===== src/rtl/sha1_round_sequencer.sv =====
// SHA-1 block sequencer: loads 16 message words, expands the schedule in place,
// steps the four round units through feed/next and accumulates the chaining value.
module sha1_round_sequencer (
  input  logic         clk,
  input  logic         reset,
  input  logic         init,
  input  logic         in_valid,
  input  logic [31:0]  in_data,
  output logic         in_ready,
  output logic [3:0]   feed,
  output logic [3:0]   next,
  output logic [31:0]  w,
  output logic [31:0]  ia,
  output logic [31:0]  ib,
  output logic [31:0]  ic,
  output logic [31:0]  id,
  output logic [31:0]  ie,
  input  logic [159:0] u0_out,
  input  logic [159:0] u1_out,
  input  logic [159:0] u2_out,
  input  logic [159:0] u3_out,
  output logic [31:0]  h0,
  output logic [31:0]  h1,
  output logic [31:0]  h2,
  output logic [31:0]  h3,
  output logic [31:0]  h4,
  output logic         digest_valid,
  output logic         busy
);

  localparam logic [31:0] IV0 = 32'h67452301;
  localparam logic [31:0] IV1 = 32'hefcdab89;
  localparam logic [31:0] IV2 = 32'h98badcfe;
  localparam logic [31:0] IV3 = 32'h10325476;
  localparam logic [31:0] IV4 = 32'hc3d2e1f0;

  typedef enum logic [2:0] {
    IDLE,
    LOAD,
    FEED,
    ROUND,
    DONE
  } state_t;

  state_t      state;
  logic [3:0]  count;
  logic [6:0]  t;
  logic [1:0]  stage;
  logic [4:0]  rnd;
  logic [31:0] sr [16];
  logic [159:0] us_out;
  logic        accept;
  logic        handoff;

  function automatic logic [31:0] rotl1(input logic [31:0] x);
    return {x[30:0], x[31]};
  endfunction

  assign accept  = in_valid && in_ready;
  // The last round of stages 0..2 passes the unit's result to the next unit
  // instead of advancing it; stage 3 advances on t=79 as well.
  assign handoff = (state == ROUND) && (rnd == 5'd19) && (t != 7'd79);

  always_comb begin
    us_out = u0_out;
    unique case (stage)
      2'd0: us_out = u0_out;
      2'd1: us_out = u1_out;
      2'd2: us_out = u2_out;
      2'd3: us_out = u3_out;
      default: us_out = u0_out;
    endcase
  end

  always_ff @(posedge clk or posedge reset) begin
    if (reset) begin
      state <= IDLE;
      count <= '0;
      t     <= '0;
      stage <= '0;
      rnd   <= '0;
      h0    <= IV0;
      h1    <= IV1;
      h2    <= IV2;
      h3    <= IV3;
      h4    <= IV4;
    end else begin
      unique case (state)
        IDLE: begin
          if (init) begin
            h0 <= IV0;
            h1 <= IV1;
            h2 <= IV2;
            h3 <= IV3;
            h4 <= IV4;
          end
          if (in_valid) begin
            count <= 4'd1;
            state <= LOAD;
          end
        end
        LOAD: begin
          if (in_valid) begin
            if (count == 4'd15) begin
              count <= '0;
              state <= FEED;
            end else begin
              count <= count + 4'd1;
            end
          end
        end
        FEED: begin
          t     <= '0;
          stage <= '0;
          rnd   <= '0;
          state <= ROUND;
        end
        ROUND: begin
          if (t == 7'd79) begin
            h0    <= h0 + u3_out[159:128];
            h1    <= h1 + u3_out[127:96];
            h2    <= h2 + u3_out[95:64];
            h3    <= h3 + u3_out[63:32];
            h4    <= h4 + u3_out[31:0];
            t     <= '0;
            stage <= '0;
            rnd   <= '0;
            state <= DONE;
          end else begin
            t <= t + 7'd1;
            if (rnd == 5'd19) begin
              rnd   <= '0;
              stage <= stage + 2'd1;
            end else begin
              rnd <= rnd + 5'd1;
            end
          end
        end
        DONE: state <= IDLE;
        default: state <= IDLE;
      endcase
    end
  end

  // Message schedule: loaded words enter at the top; during rounds the window
  // slides down one word per cycle and the new word W[t+16] enters at the top.
  always_ff @(posedge clk or posedge reset) begin
    if (reset) begin
      for (int i = 0; i < 16; i++) sr[i] <= '0;
    end else if (accept) begin
      for (int i = 0; i < 15; i++) sr[i] <= sr[i+1];
      sr[15] <= in_data;
    end else if (state == ROUND) begin
      for (int i = 0; i < 15; i++) sr[i] <= sr[i+1];
      sr[15] <= rotl1(sr[13] ^ sr[8] ^ sr[2] ^ sr[0]);
    end
  end

  always_comb begin
    in_ready     = (state == IDLE) || (state == LOAD);
    busy         = (state != IDLE);
    digest_valid = (state == DONE);
    feed         = '0;
    next         = '0;
    w            = '0;
    ia           = '0;
    ib           = '0;
    ic           = '0;
    id           = '0;
    ie           = '0;
    unique case (state)
      FEED: begin
        feed = 4'b0001;
        ia   = h0;
        ib   = h1;
        ic   = h2;
        id   = h3;
        ie   = h4;
      end
      ROUND: begin
        w = sr[0];
        if (handoff) begin
          feed[stage + 2'd1] = 1'b1;
          {ia, ib, ic, id, ie} = us_out;
        end else begin
          next[stage] = 1'b1;
        end
      end
      default: ;
    endcase
  end

endmodule


===== config.mk =====
export PLATFORM = sky130hd
export DESIGN_NAME = sha1_round_sequencer
export DESIGN_NICKNAME = d
export VERILOG_FILES = /design/src/rtl/sha1_round_sequencer.sv
export SDC_FILE = /design/constraint.sdc
export NUM_CORES = 2
export LEC_CHECK = 0
export CAP_MARGIN = 20
export CORE_AREA = 2 2 405 407
export DETAILED_ROUTE_END_ITERATION = 10
export DIE_AREA = 0 0 407 409
export PLACE_DENSITY_LB_ADDON = 0.1
export SKIP_CTS_REPAIR_TIMING = 1
export SYNTH_ARGS = -nofsm -noshare
export SYNTH_HDL_FRONTEND = slang
export SYNTH_SLANG_ARGS = --single-unit

===== constraint.sdc =====
create_clock -name clk -period 33.9 [get_ports clk]
set_input_delay 6.78 -clock clk [delete_from_list [all_inputs] [get_ports clk]]
set_output_delay 6.78 -clock clk [all_outputs]
set_load 0.02 [all_outputs]

==> After elaboration in Yosys (flattened, before gate mapping) <==
Cells that the tools add are included.
{ "op_classes": {"muxes": 54, "eq_ne": 17, "n_shift": 0, "magnitude_cmp": 4, "div": 0, "add_sub_neg": 9, "reduce_logical": 17, "mul": 0, "bitwise_logic": 3} }
{ "ops": {"columns": ["operator", "count"], "rows": [
  ["$mux 512", 2],
  ["$pmux 160 s4", 1],
  ["$pmux 32 s2", 10],
  ["$mux 32", 16],
  ["$add 32x32->32", 5],
  ["$xor 32x32->32", 3],
  ["$mux 4", 6],
  ["$pmux 4 s2", 2],
  ["$pmux 7 s2", 1],
  ["$mux 3", 4],
  ["$pmux 3 s4", 1],
  ["$mux 5", 2],
  ["$pmux 5 s2", 1],
  ["$ne 2x2->1 const B", 4],
  ["$reduce_bool 2->1", 4],
  ["$add 7x1->7 const B", 1],
  ["$eq 7x7->1 const B", 1],
  ["$mux 7", 1],
  ["$ne 7x7->1 const B", 1],
  ["$eq 3x2->1 const B", 2],
  ["$lt 2x3->1 const B", 2],
  ["$reduce_and 3->1", 2],
  ["$add 5x1->5 const B", 1],
  ["$eq 5x5->1 const B", 1],
  ["21 further kinds", 30]
]} }
{ "word_totals": {"reg_bits": 693, "ram_bits": 0, "in_bits": 676, "memories": 0, "romBits": 0, "latchBits": 0, "elab_cells": 130} }

==> Longest topological paths before layout <==
{ "logic_depth": {"ltp_word": 7, "mapped_depth": 13, "mapped_depth_nobuf": 13} }

==> Least setup slack after synthesis <==
Ideal clock, no wire load.
{ "synth_timing": {"kind": "input to output", "from": "input port u2_out[130]", "to": "output port ia[2]", "t_arrival_ps": 7486, "t_required_ps": 27120, "path_buffers": 0, "path_slack_ps": 19634, "path_stages": 4, "path_cell_list": "a222oi_1 -> nor2_1 -> a21oi_1 -> o21ai_0"} }
{ "synth_between": {"elab_chain_len": 3} }
{ "synth_lines": {"columns": ["item", "line", "text"], "rows": [
  ["from (decl)", "20", "input logic [159:0] u2_out,"],
  ["$pmux 160 s4", "66", "unique case (stage)"],
  ["$mux 32", "182", "if (handoff) begin"],
  ["$pmux 32 s2", "171", "unique case (state)"],
  ["to (decl)", "13", "output logic [31:0] ia,"]
]} }
Every way passes these cells.

==> Worst setup path after layout <==
{ "layout_timing": {"from": "input port u2_out[84]", "to": "output port ic[20]"} }
{ "layout_between": {"elab_chain_len": 3} }
{ "layout_lines": {"columns": ["item", "line", "text"], "rows": [
  ["$pmux 160 s4", "66", null],
  ["$mux 32", "182", null],
  ["$pmux 32 s2", "171", null],
  ["to (decl)", "15", "output logic [31:0] ic,"]
]} }
Every way passes these cells.

==> reports/results.ini <==
[status]
status=completed

[power]
p_seq_share_pct=32.7
power_density_nw_per_um2=82.62
leakagePower_uw=0.02457
p_sw_share_pct=42.59
power.internal_uw=2626
p_switching_uw=1948
irDropWorstVdd_mv=0.05437
clock_power_share_pct=22.8
pwr-share-comb_pct=44.5

[clocking]
cts_tree=done
htree_levels=3
cts-root-buf=clkbuf_16
numClockSinks=693
cts-buffers-inserted=88
clock_latency_ns=0.69
clk_pin_slew_ns=0.06
cts_max_path_buffers=3

[floorplanning]
design.core.area_um2=162000
die_area_um2=166500
chipHeight_um=409
ios=1039
die_w_um=407
start_util_pct=24.42
std_cell_rows=148

[synth]
async_flop_share_pct=100.0
synth_top_area_share_pct=38.77
ys_top_cells_by_area=dfrtp_1 39%, nand2_1 17%, dfstp_2 5.3%
ys_ff_latch=693
syn_nets=5775
synth_top_family_by_area=simple AND/OR/NAND/NOR gates
synthMuxAreaShare_pct=0.07590
seq_area_frac_synth_pct=44.08
synth_cells=4931
syn_area_um2=39570
synthAdderAreaFrac_pct=5.408
synth_edf_count=0
synthSimpleGateAreaFrac_pct=23.50
synth-main-ff-cell=dfrtp_1
yosys.area.top_type=dfrtp_1
synth-xor-area-share_pct=5.180
ys_types=70
yosys_warnings=0
synth_area_per_cell_um2=8.024
synth-compound-area-share_pct=18.36

[route]
final_antenna_net_count=0
initialDrtViolationCount=4402
vias=40380
route.detailed.drc=0
dr.pass1.iters=10
wl_per_cell_um=28.23
viasPerCell=4.993
wl_mm=228.3

[global_route]
grt_use_total_pct=26.56
grt_pass1_wl_mm=310.8
grt_max_degree=217
overflow=0
grt_pass1_vias=38110
antenna_found_initial=164

[timing]
hold_violations=0
slew_headroom_pct=18.60
final.setup_skew_ns=0.02635
setup_ws_ns=17.30
worstMarginPinSlew_ns=1.218
finalCriticalPeriod_ns=16.60
rsz0062_at_grt=no
setup_tns_ns=0
fin_crit_sh_pct=48.96
setup_viol=0
max_freq_mhz=60.26
drv_slew=0

[worst_setup_path]
cp_data_arrival_time_ns=9.82
slowest_delay_ns=0.93
r2r_cells=10
path_delay_family=buffers and inverters
required_ns=27.12
crit_slowest_cell=o21ai_0
crit_buf_inv=2
endpoint_kind=output port
path_common_cell=clkdlybuf4s50_1
worstReg2RegStart=state[1]$_DFFE_PP0P_
cp-start-kind=input pin
rrSetupSlack_ns=29.58
worstPathCellList=clkdlybuf4s50_1 -> a222oi_1 -> nor2_1 -> a21oi_1 -> o21ai_0 -> clkdlybuf4s50_1
cp_max_fo=1
rr_endpoint=h3[30]$_DFFE_PP0P_
critical_path_class=input pin to output port

[cells_and_area]
fillers=17100
layout-drive-gt1-share_pct=5.028
nNetsFinal=6637
area_growth_pct=39.92

[min_path]
hold_class=flop to flop
hold-path-endpoint=sr[239]$_DFFE_PP0P_
holdPathStages=2
min-delay-start=sr[207]$_DFFE_PP0P_

[flow_run]
cap_violations=0

[place]
hpwl_mm=177.5
place_congestion=0.9854
port-buffer-count=1038
post-place-ws_ns=17.40

-- synthesized netlist by cell type, types with 9 or more instances --
cell type	count
and3_1	52
nand2_1	1795
o21ai_0	336
nand4_1	20
a21oi_1	374
xor2_1	64
nand2b_1	23
ha_1	163
buf_1	23
o21a_1	21
a31oi_1	18
o22a_1	12
nand3_1	36
a211oi_1	16
nor3_1	24
nor2_1	322
a222oi_1	160
and2_1	9
clkbuf_1	282
a21o_1	69
o21bai_1	24
nor2b_1	22
xnor2_1	170
inv_1	52
dfstp_2	80
dfrtp_1	613
o31ai_1	13
-- state kept, by name (all words and copies together), names as in the netlist --
| signal | cells |
|---|---|
| h0 | 32 |
| h1 | 32 |
| t | 7 |
| count | 4 |
| h2 | 32 |
| sr | 512 |
| h4 | 32 |
| rnd | 5 |
| state | 3 |
| h3 | 32 |
| stage | 2 |
-- logic make-up after synthesis --
kind of cell	Yosys count
AOI/OAI and AO/OA	1136
xor gates and xnor gates	234
adders and majority gates	168
buffers and inverters	358
DFF	693
muxes	3
and+or+nand+nor	2339
-- how the worst max path moves through the flow --
stage	from	end	slack, ns	cells past startpoint
final	u2_out[84]	ic[20]	17.30	6
after global routing	u2_out[84]	ic[20]	17.38	6
after CTS	u2_out[84]	ic[20]	17.40	6
after detailed placement	u2_out[84]	ic[20]	17.40	6
after global placement	u2_out[84]	ic[20]	17.38	6
after floorplan	reset	count[0]$_DFFE_PP0P_	7.82	1
-- power groups by stage --
| stage | registers, µW | logic, µW | clock network, µW |
|---|---|---|---|
| CTS | 1490 | 2060 | 1080 |
| floorplan | 1470 | 1250 | 0 |
| detailed placement | 1500 | 2050 | 0 |
| finish | 1490 | 2040 | 1040 |
| global placement | 1500 | 2040 | 0 |
| global route | 1530 | 2260 | 1110 |
-- worst register-to-register path: cells and delay by family (launching register included) --
kind                   cells  cell delay, ns
AND/OR/NAND/NOR            5            1.78
flip-flops                 1            0.55
AO/OA/AOI/OAI              2            0.19
buffers and inverters      3            1.73
-- layout by cell type, fill, tap and decap left out, types with 36 or more instances in the layout --
cell and n:
xor2_1 64, ha_1 159, dfstp_2 80, a222oi_1 160, diode_2 45, a21o_1 68
nand2_1 1793, a21oi_1 373, dfrtp_1 612, o21ai_0 336, xnor2_1 170, clkdlybuf4s50_1 1038
nand3_1 36, clkbuf_16 90, inv_1 51, and3_1 52, nor2_1 320
-- metal layers --
metal,part of all wire (%),global-route usage (%),wire [µm],vias up
met5,0.26,0,601,-
met4,3.2,9.317,7264,90
met3,10,10.11,23630,369
met2,44,40.73,101300,1493
met1,42,33.86,95520,19800
li1,-,-,-,18630
-- area by class of cell --
type | count | area [µm²] | share of cell area [%]
well taps | 2175 | 2721 | 4.916
diodes | 45 | 112.6 | 0.2034
repair buffers | 1077 | 10770 | 19.45
inverters | 53 | 209.0 | 0.3774
multi-input cells | 3880 | 20900 | 37.75
clock buffers | 123 | 2556 | 4.617
flip-flops and latches | 693 | 17440 | 31.51
clock inverters | 41 | 651.9 | 1.178
-- stage by stage --
step / hold slack [ns] / area, µm² / instances / total power [µW] / utilization, %
after global routing: 0.4704 / 55310 / 8068 / 4907 / 34.14
after global placement: 0.4456 / 52030 / 7877 / 3533 / 32.11
after CTS: 0.4494 / 55250 / 8042 / 4627 / 34.10
final: 0.4467 / 55360 / 8087 / 4574 / 34.17
after detailed placement: 0.4484 / 52040 / 7878 / 3547 / 32.12
after floorplan: 0.4386 / 39570 / 4931 / 2723 / -
Note: power is estimated with default switching activity, not from simulation.
